==> src/rtl/usb_rx_core.sv <==
// rtl/usb_rx_core.sv - USB 1.x receive core: line sync, bit recovery, NRZI/unstuff, SYNC check, byte FIFO
module usb_rx_core #(
    parameter int CLKS_PER_BIT = 8,
    parameter int FIFO_DEPTH   = 8,
    parameter int LOW_SPEED    = 0
) (
    input  logic       clk,
    input  logic       n_rst,
    input  logic       d_plus,
    input  logic       d_minus,
    input  logic       r_enable,
    output logic [7:0] r_data,
    output logic       empty,
    output logic       full,
    output logic       rcving,
    output logic       r_error,
    output logic       pkt_done
);

    localparam int CW   = $clog2(CLKS_PER_BIT);
    localparam int AW   = $clog2(FIFO_DEPTH);
    localparam int CNTW = AW + 1;
    localparam logic [CW-1:0] SAMPLE_AT = CW'(CLKS_PER_BIT / 2 - 1);
    localparam logic [CW-1:0] LAST_CNT  = CW'(CLKS_PER_BIT - 1);

    typedef enum logic [2:0] {IDLE, SYNC, DATA, EOP_WAIT, ERR_WAIT} state_e;

    state_e          state_q, state_d;
    logic            dp_meta_q, dp_s_q, dm_meta_q, dm_s_q, dp_prev_q;
    logic [CW-1:0]   cnt_q, cnt_d;
    logic            lvl_q, lvl_d;
    logic [2:0]      ones_q, ones_d;
    logic [2:0]      bc_q, bc_d;
    logic [6:0]      sh_q, sh_d;
    logic            eop_seen_q, eop_seen_d;
    logic            rcving_q, rcving_d;
    logic            r_error_q, r_error_d;
    logic            pkt_done_q, pkt_done_d;
    logic [AW-1:0]   wr_ptr_q, wr_ptr_d, rd_ptr_q, rd_ptr_d;
    logic [CNTW-1:0] fcnt_q, fcnt_d;
    logic [7:0]      mem_q [FIFO_DEPTH];

    logic dp_raw, dm_raw, d_edge, se0, sample, eop_smp, nrzi_bit;
    logic stuff_drop, stuff_err, bit_ok, byte_done, push, pop, go_err;
    logic [7:0] byte_val;

    // Low speed idles with D- high, so swapping the lines lets everything downstream treat J as dp=1.
    assign dp_raw = (LOW_SPEED != 0) ? d_minus : d_plus;
    assign dm_raw = (LOW_SPEED != 0) ? d_plus  : d_minus;

    assign d_edge     = dp_s_q != dp_prev_q;
    assign se0        = !dp_s_q && !dm_s_q;
    assign sample     = rcving_q && (cnt_q == SAMPLE_AT);
    assign eop_smp    = sample && se0;
    assign nrzi_bit   = (dp_s_q == lvl_q);
    assign stuff_drop = sample && !se0 && (ones_q == 3'd6) && !nrzi_bit;
    assign stuff_err  = sample && !se0 && (ones_q == 3'd6) && nrzi_bit;
    assign bit_ok     = sample && !se0 && (ones_q != 3'd6);
    assign byte_done  = bit_ok && (bc_q == 3'd7);
    assign byte_val   = {nrzi_bit, sh_q};

    assign empty    = (fcnt_q == '0);
    assign full     = (fcnt_q == CNTW'(FIFO_DEPTH));
    assign pop      = r_enable && !empty;
    assign r_data   = empty ? 8'h00 : mem_q[rd_ptr_q];
    assign rcving   = rcving_q;
    assign r_error  = r_error_q;
    assign pkt_done = pkt_done_q;

    always_comb begin
        if (d_edge || !rcving_q || cnt_q == LAST_CNT) cnt_d = '0;
        else                                          cnt_d = cnt_q + 1'b1;

        lvl_d      = (sample && !se0) ? dp_s_q : lvl_q;
        ones_d     = ones_q;
        bc_d       = bc_q;
        sh_d       = sh_q;
        if (stuff_drop) begin
            ones_d = '0;
        end else if (bit_ok) begin
            ones_d = nrzi_bit ? ones_q + 3'd1 : 3'd0;
            bc_d   = bc_q + 3'd1;
            sh_d   = byte_val[7:1];
        end

        state_d    = state_q;
        rcving_d   = rcving_q;
        r_error_d  = r_error_q;
        pkt_done_d = 1'b0;
        eop_seen_d = eop_seen_q;
        push       = 1'b0;
        go_err     = 1'b0;

        case (state_q)
            IDLE: begin
                lvl_d      = 1'b1;
                ones_d     = '0;
                bc_d       = '0;
                eop_seen_d = 1'b0;
                if (d_edge) begin
                    state_d   = SYNC;
                    rcving_d  = 1'b1;
                    r_error_d = 1'b0;
                end
            end
            SYNC: begin
                if (stuff_err || eop_smp) go_err = 1'b1;
                else if (byte_done) begin
                    if (byte_val == 8'h80) state_d = DATA;
                    else                   go_err  = 1'b1;
                end
            end
            DATA: begin
                if (stuff_err) go_err = 1'b1;
                else if (eop_smp) begin
                    if (bc_q == 3'd0) state_d = EOP_WAIT;
                    else              go_err  = 1'b1;
                end else if (byte_done) begin
                    if (full && !r_enable) go_err = 1'b1;
                    else                   push   = 1'b1;
                end
            end
            EOP_WAIT: begin
                if (dp_s_q) begin
                    state_d    = IDLE;
                    rcving_d   = 1'b0;
                    pkt_done_d = 1'b1;
                end
            end
            ERR_WAIT: begin
                if (eop_smp) eop_seen_d = 1'b1;
                if (eop_seen_q && dp_s_q && !dm_s_q) begin
                    state_d  = IDLE;
                    rcving_d = 1'b0;
                end
            end
            default: state_d = IDLE;
        endcase

        // A truncated byte is detected on the EOP sample itself, so that sample already counts as seen.
        if (go_err) begin
            state_d    = ERR_WAIT;
            r_error_d  = 1'b1;
            eop_seen_d = eop_smp;
        end

        wr_ptr_d = wr_ptr_q + AW'(push);
        rd_ptr_d = rd_ptr_q + AW'(pop);
        fcnt_d   = fcnt_q + CNTW'(push) - CNTW'(pop);
    end

    always_ff @(posedge clk) begin
        if (!n_rst) begin
            state_q    <= IDLE;
            dp_meta_q  <= 1'b1;
            dp_s_q     <= 1'b1;
            dm_meta_q  <= 1'b0;
            dm_s_q     <= 1'b0;
            dp_prev_q  <= 1'b1;
            cnt_q      <= '0;
            lvl_q      <= 1'b1;
            ones_q     <= '0;
            bc_q       <= '0;
            sh_q       <= '0;
            eop_seen_q <= 1'b0;
            rcving_q   <= 1'b0;
            r_error_q  <= 1'b0;
            pkt_done_q <= 1'b0;
            wr_ptr_q   <= '0;
            rd_ptr_q   <= '0;
            fcnt_q     <= '0;
        end else begin
            state_q    <= state_d;
            dp_meta_q  <= dp_raw;
            dp_s_q     <= dp_meta_q;
            dm_meta_q  <= dm_raw;
            dm_s_q     <= dm_meta_q;
            dp_prev_q  <= dp_s_q;
            cnt_q      <= cnt_d;
            lvl_q      <= lvl_d;
            ones_q     <= ones_d;
            bc_q       <= bc_d;
            sh_q       <= sh_d;
            eop_seen_q <= eop_seen_d;
            rcving_q   <= rcving_d;
            r_error_q  <= r_error_d;
            pkt_done_q <= pkt_done_d;
            wr_ptr_q   <= wr_ptr_d;
            rd_ptr_q   <= rd_ptr_d;
            fcnt_q     <= fcnt_d;
        end
    end

    always_ff @(posedge clk) begin
        if (push) mem_q[wr_ptr_q] <= byte_val;
    end

endmodule
==> config.mk <==
export PLATFORM = sky130hd
export DESIGN_NAME = usb_rx_core
export DESIGN_NICKNAME = d
export VERILOG_FILES = /design/src/rtl/usb_rx_core.sv
export SDC_FILE = /design/constraint.sdc
export NUM_CORES = 1
export LEC_CHECK = 0
export BUFFER_PORTS_ARGS = -buffer_cell sky130_fd_sc_hd__clkbuf_2
export CAP_MARGIN = 30
export CORE_ASPECT_RATIO = 1.4
export CORE_MARGIN = 2
export CORE_UTILIZATION = 30
export CTS_BUF_LIST = sky130_fd_sc_hd__clkbuf_4
export CTS_CLUSTER_SIZE = 30
export DETAILED_ROUTE_END_ITERATION = 7
export GPL_TIMING_DRIVEN = 0
export PLACE_DENSITY = 0.55
export REMOVE_ABC_BUFFERS = 1
export SLEW_MARGIN = 30
export SYNTH_ARGS = -nofsm -noshare
export SYNTH_HDL_FRONTEND = slang
export SYNTH_SLANG_ARGS = --single-unit
==> constraint.sdc <==
create_clock -name clk -period 3.98 [get_ports clk]
set_input_delay 0.597 -clock clk [delete_from_list [all_inputs] [get_ports clk]]
set_output_delay 0.597 -clock clk [all_outputs]
set_load 0.01 [all_outputs]
* Yosys cells after proc, flatten, opt, wreduce, memory -nomap -nowiden
Memories as Yosys holds them, arrays and structs flattened. A register that Yosys moved wholly into a read port is not among the register bits.
Index checks and enable logic that the tools add are counted.
Widths: inputs -> output; s select.
** Cells by class
- $add $sub $neg :: 7
- Equal/unequal tests :: 32
- Muxes and demuxes :: 41
- Bitwise logic cells :: 2
- Reduce and logical (&&, ||, !) cells :: 41
** Operators with widths (count)
- $mux 3 :: 12
- $ne 3x3->1 const B :: 11
- $mux 1 :: 24
- $ne 2x2->1 const B :: 9
- $reduce_and 9->1 :: 2
- $pmux 3 s5 :: 1
- $logic_and 1x1->1 :: 13
- $eq 3x3->1 const B :: 4
- $add 3x1->3 const B :: 3
- $eq 3x2->1 const B :: 3
- $eq 8x8->1 const B :: 1
- $mux 8 :: 1
- $reduce_and 2->1 :: 4
- $logic_not 1->1 :: 7
- $add 3x1->3 :: 2
- $logic_not 3->1 :: 2
- $reduce_bool 3->1 :: 2
- $reduce_or 2->1 :: 3
- $add 4x1->4 :: 1
- $eq 4x4->1 const B :: 1
- $logic_not 4->1 :: 1
- $pmux 1 s2 :: 2
- $reduce_and 4->1 :: 1
- $reduce_bool 2->1 :: 2
- other kinds (8) :: 11
** Storage, ports and cells
- Bits in registers :: 39
- RAM bits :: 64
- Output and inout port bits :: 13
- Word-level logic and storage cells :: 143
- Memories kept :: 1
** Memories
- mem_q :: words 8, width 8, rd ports 1, clocked after memory_dff 1, write ports 1, RTL line 41 : logic [7:0] mem_q [FIFO_DEPTH];

* Longest topological paths before layout
- Depth in word-level cells :: 12
- Gate-level depth with buffers :: 12
- Gate-level depth less buffers :: 12

* Least setup slack after synthesis
No wires, ideal clock.
- Kind :: register -> register
- From :: reg fcnt_q[2]
- To :: reg fcnt_q[2]
- Library setup time :: 0.115 ns
- Arrival :: 2.628 ns
- Slack :: 1.237 ns
- Cell stages (with the launch flop) :: 11
- Buffers on the path :: 0
- Path through :: dfxtp_1 -> inv_1 -> ha_1 -> nor3b_1 -> nor2b_1 -> ha_1 -> inv_1 -> ha_1 -> fa_1 -> xor2_1 -> and2_1
** RTL lines
- from (decl) :: RTL line 40 : logic [CNTW-1:0] fcnt_q, fcnt_d;
- from (signal assigned) :: RTL line 190 : fcnt_q <= fcnt_d;
- $logic_not 4->1 :: RTL line 62 : assign empty = (fcnt_q == '0);
- named net empty :: RTL line 13 : output logic empty,
- $logic_not 1->1 :: RTL line 64 : assign pop = r_enable && !empty;
- $logic_and 1x1->1 :: RTL line 64
- $sub 4x1->4 :: RTL line 149 : fcnt_d = fcnt_q + CNTW'(push) - CNTW'(pop);
The timed path passes the listed nets, and every way through them passes these cells.
A chain may end at the register's enable or synchronous reset.

==> results.json <==
{
  "gr-usage-all-layers_pct": 10.9,
  "port_buffers": 17,
  "max_freq_mhz": 363,
  "whs_path_depth": 2,
  "setup_viol_count_final": 0,
  "min_from": "d_plus",
  "required_ns": 3.38,
  "cts.path.max_buffers": 2,
  "grt_max_degree": 31,
  "synth.distinct_cells": 47,
  "numCtsBuffers": 9,
  "cts_tree": "done",
  "gp_congestion": 0.792,
  "total_power_uw": 2450,
  "nets": 373,
  "grt_antenna_before_repair": 0,
  "critPathMaxFanout": 17,
  "worst_pin_slew_ns": 0.886,
  "setup_ws_ns": 1.22,
  "max_stage_delay_ns": 0.76,
  "syn_area_um2": 4440,
  "start_util_pct": 30.7,
  "reg2reg_from": "cnt_q[0]$_SDFF_PP0_",
  "power.leakage_uw": 0.00169,
  "htree_levels": 3,
  "synth_top_area_share_pct": 43.3,
  "drc": 0,
  "synth_seq_cells": 103,
  "grt_pass1_vias": 2576,
  "r2r_end": "fcnt_q[2]$_SDFF_PN0_",
  "vias_per_cell": 4.66,
  "chipHeight_um": 148,
  "reg2regPathDepth": 11,
  "fin_skew_ns": 0.0186,
  "cts-resized-gates": 0,
  "avgSynthCellArea_um2": 13.4,
  "wl_per_cell_um": 14.6,
  "p_per_area_nw_per_um2": 500,
  "placementRows": 52,
  "slowest_stage": "dfxtp_2",
  "layout-drive-gt1-share_pct": 18.1,
  "dr.pass1.iters": 4,
  "ioPinCount": 18,
  "synth_edf_count": 64,
  "clk_pin_slew_ns": 0.14,
  "clkLatencyLatePin_ns": 0.46,
  "synth.most_common_cell": "edfxtp_1",
  "final_cells": 542,
  "die-area_um2": 15800,
  "postCtsSetupRepairBufs": 0,
  "min_to": "dp_meta_q$_SDFF_PN1_",
  "detail-route-antenna-nets": 0,
  "yosys_warnings": 0,
  "holdWs_ns": 0.316,
  "grt_pass1_wl_um": 13200,
  "coreArea_um2": 14400,
  "hp-class": "in2reg",
  "drt_wl_total_um": 7920,
  "outcome": "complete, no violations",
  "fin_crit_sh_pct": 69.2,
  "rsz0062_at_grt": "no",
  "diodes": 0,
  "relSlewSlack_pct": 40.9,
  "die_x_um": 107,
  "yosys.area.top_type": "edfxtp_1",
  "path_cells": "mux4_2 > mux2i_1 > nor2_1 > clkbuf_2",
  "report.final.hold_viol_count": 0,
  "worst_setup_path_start_kind": "register",
  "synth_cells": 332,
  "setup-tns-final_ns": 0,
  "period_minus_slack_ns": 2.76,
  "synth_common_cells": "edfxtp_1 (64), dfxtp_1 (39), nand2_1 (26)",
  "clock-sinks": 103,
  "max_cap_viol_count": 0,
  "netlist_top_cells_area": "edfxtp_1 (43%), dfxtp_1 (18%), mux4_2 (8.1%)",
  "root_buffer": "clkbuf_4",
  "dpl.hpwl_um": 5360,
  "ir_drop_mv": 0.216,
  "worstSetupEndpointType": "output port",
  "pre_cts_ws_ns": 1.24,
  "slew_violations": 0,
  "arrival_ns": 2.16,
  "cts-hold-fix-buffers": 0,
  "ys_seq_area_share_pct": 60.9,
  "regToRegSetupSlack_ns": 1.35,
  "synth-main-ff-cell": "edfxtp_1",
  "critPathKind": "reg2out",
  "grt.overflow.total": 0,
  "place_inst": 527,
  "dr_total_vias": 2526,
  "drt_iter0_markers": 74,
  "postSynth.asyncResetShare_pct": 0,
  "area_growth_pct": 10.4
}
## worst max path at each step
stage	slack, ns	startpoint	end
after floorplan	1.24	fcnt_q[2]$_SDFF_PN0_	fcnt_q[2]$_SDFF_PN0_
after global placement	0.48	fcnt_q[2]$_SDFF_PN0_	fcnt_q[2]$_SDFF_PN0_
after detailed placement	1.24	cnt_q[0]$_SDFF_PP0_	mem_q[5][6]$_DFFE_PP_
after CTS	1.11	rd_ptr_q[0]$_SDFF_PN0_	r_data[3]
after global routing	1.04	rd_ptr_q[0]$_SDFF_PN0_	r_data[3]
final	1.22	rd_ptr_q[0]$_SDFF_PN0_	r_data[3]
## stage by stage
stage,util [%],instance area (µm²)
global route,33.9,4900
floorplan,-,4380
finish,33.9,4900
CTS,33.9,4900
detailed placement,32.8,4740
global placement,32.5,4700
## final cells by class
type	instances	area [µm²]
fill	1465	9540
timing repair buffer	20	108
inverter	16	60.1
clock buffer	10	75.1
sequential	103	2700
tap	189	236
clock inverter	5	85.1
multi-input combinational	199	1630
## registers in the layout, summed over array words and instances (netlist names), 3 cells and up
signal,cells
mem_q,64
sh_q,7
fcnt_q,4
bc_q,3
cnt_q,3
ones_q,3
rd_ptr_q,3
state_q,3
wr_ptr_q,3
## cell usage in the layout, fill, tap and decap left out, types with 4 or more instances in the layout
master / instances
dfxtp_1: 38
ha_1: 18
nand2b_1: 7
and2_1: 14
clkbuf_4: 10
nand3_1: 4
a21oi_1: 10
o21ai_0: 5
edfxtp_1: 64
nor3_1: 4
mux2i_1: 8
inv_1: 16
nand2_1: 26
nor2_1: 24
a21boi_0: 10
xor2_1: 5
clkbuf_2: 17
mux4_2: 16
## report_power, final
group / switching [µW] / internal, µW
sequential: 112 / 1160
combinational: 265 / 307
clock: 341 / 261
total: 717 / 1730
## worst max-delay path: cells and delay by family, from the launching register on
| family | cells | cell delay [ns] |
|---|---|---|
| multiplexers | 2 | 0.75 |
| flip-flops | 1 | 0.76 |
| buffers and inverters | 1 | 0.13 |
| AND/OR/NAND/NOR | 1 | 0.06 |
## routing by layer
metal	share of wire (%)	track usage, %	routed length (µm)	up-vias
li1	-	-	-	1247
met3	1.9	1.63	152	13
met2	52	19.1	4150	23
met5	0	0	0	-
met4	2.1	5.26	170	0
met1	44	13.0	3450	1243
## cells by family (layout without fill, tap and decap cells)
logic type                 after synthesis  in the layout  synth area share (%)
buffers and inverters                   30             51                  2.73
and+or+nand+nor                        104            104                  12.5
muxes                                   24             24                  9.92
DFF                                    103            103                  60.9
xor gates and xnor gates                 8              8                  1.58
adders and majority gates               19             19                  5.52
AOI/OAI and AO/OA                       44             44                  6.90
No activity file was read; power rests on OpenSTA's default activity.
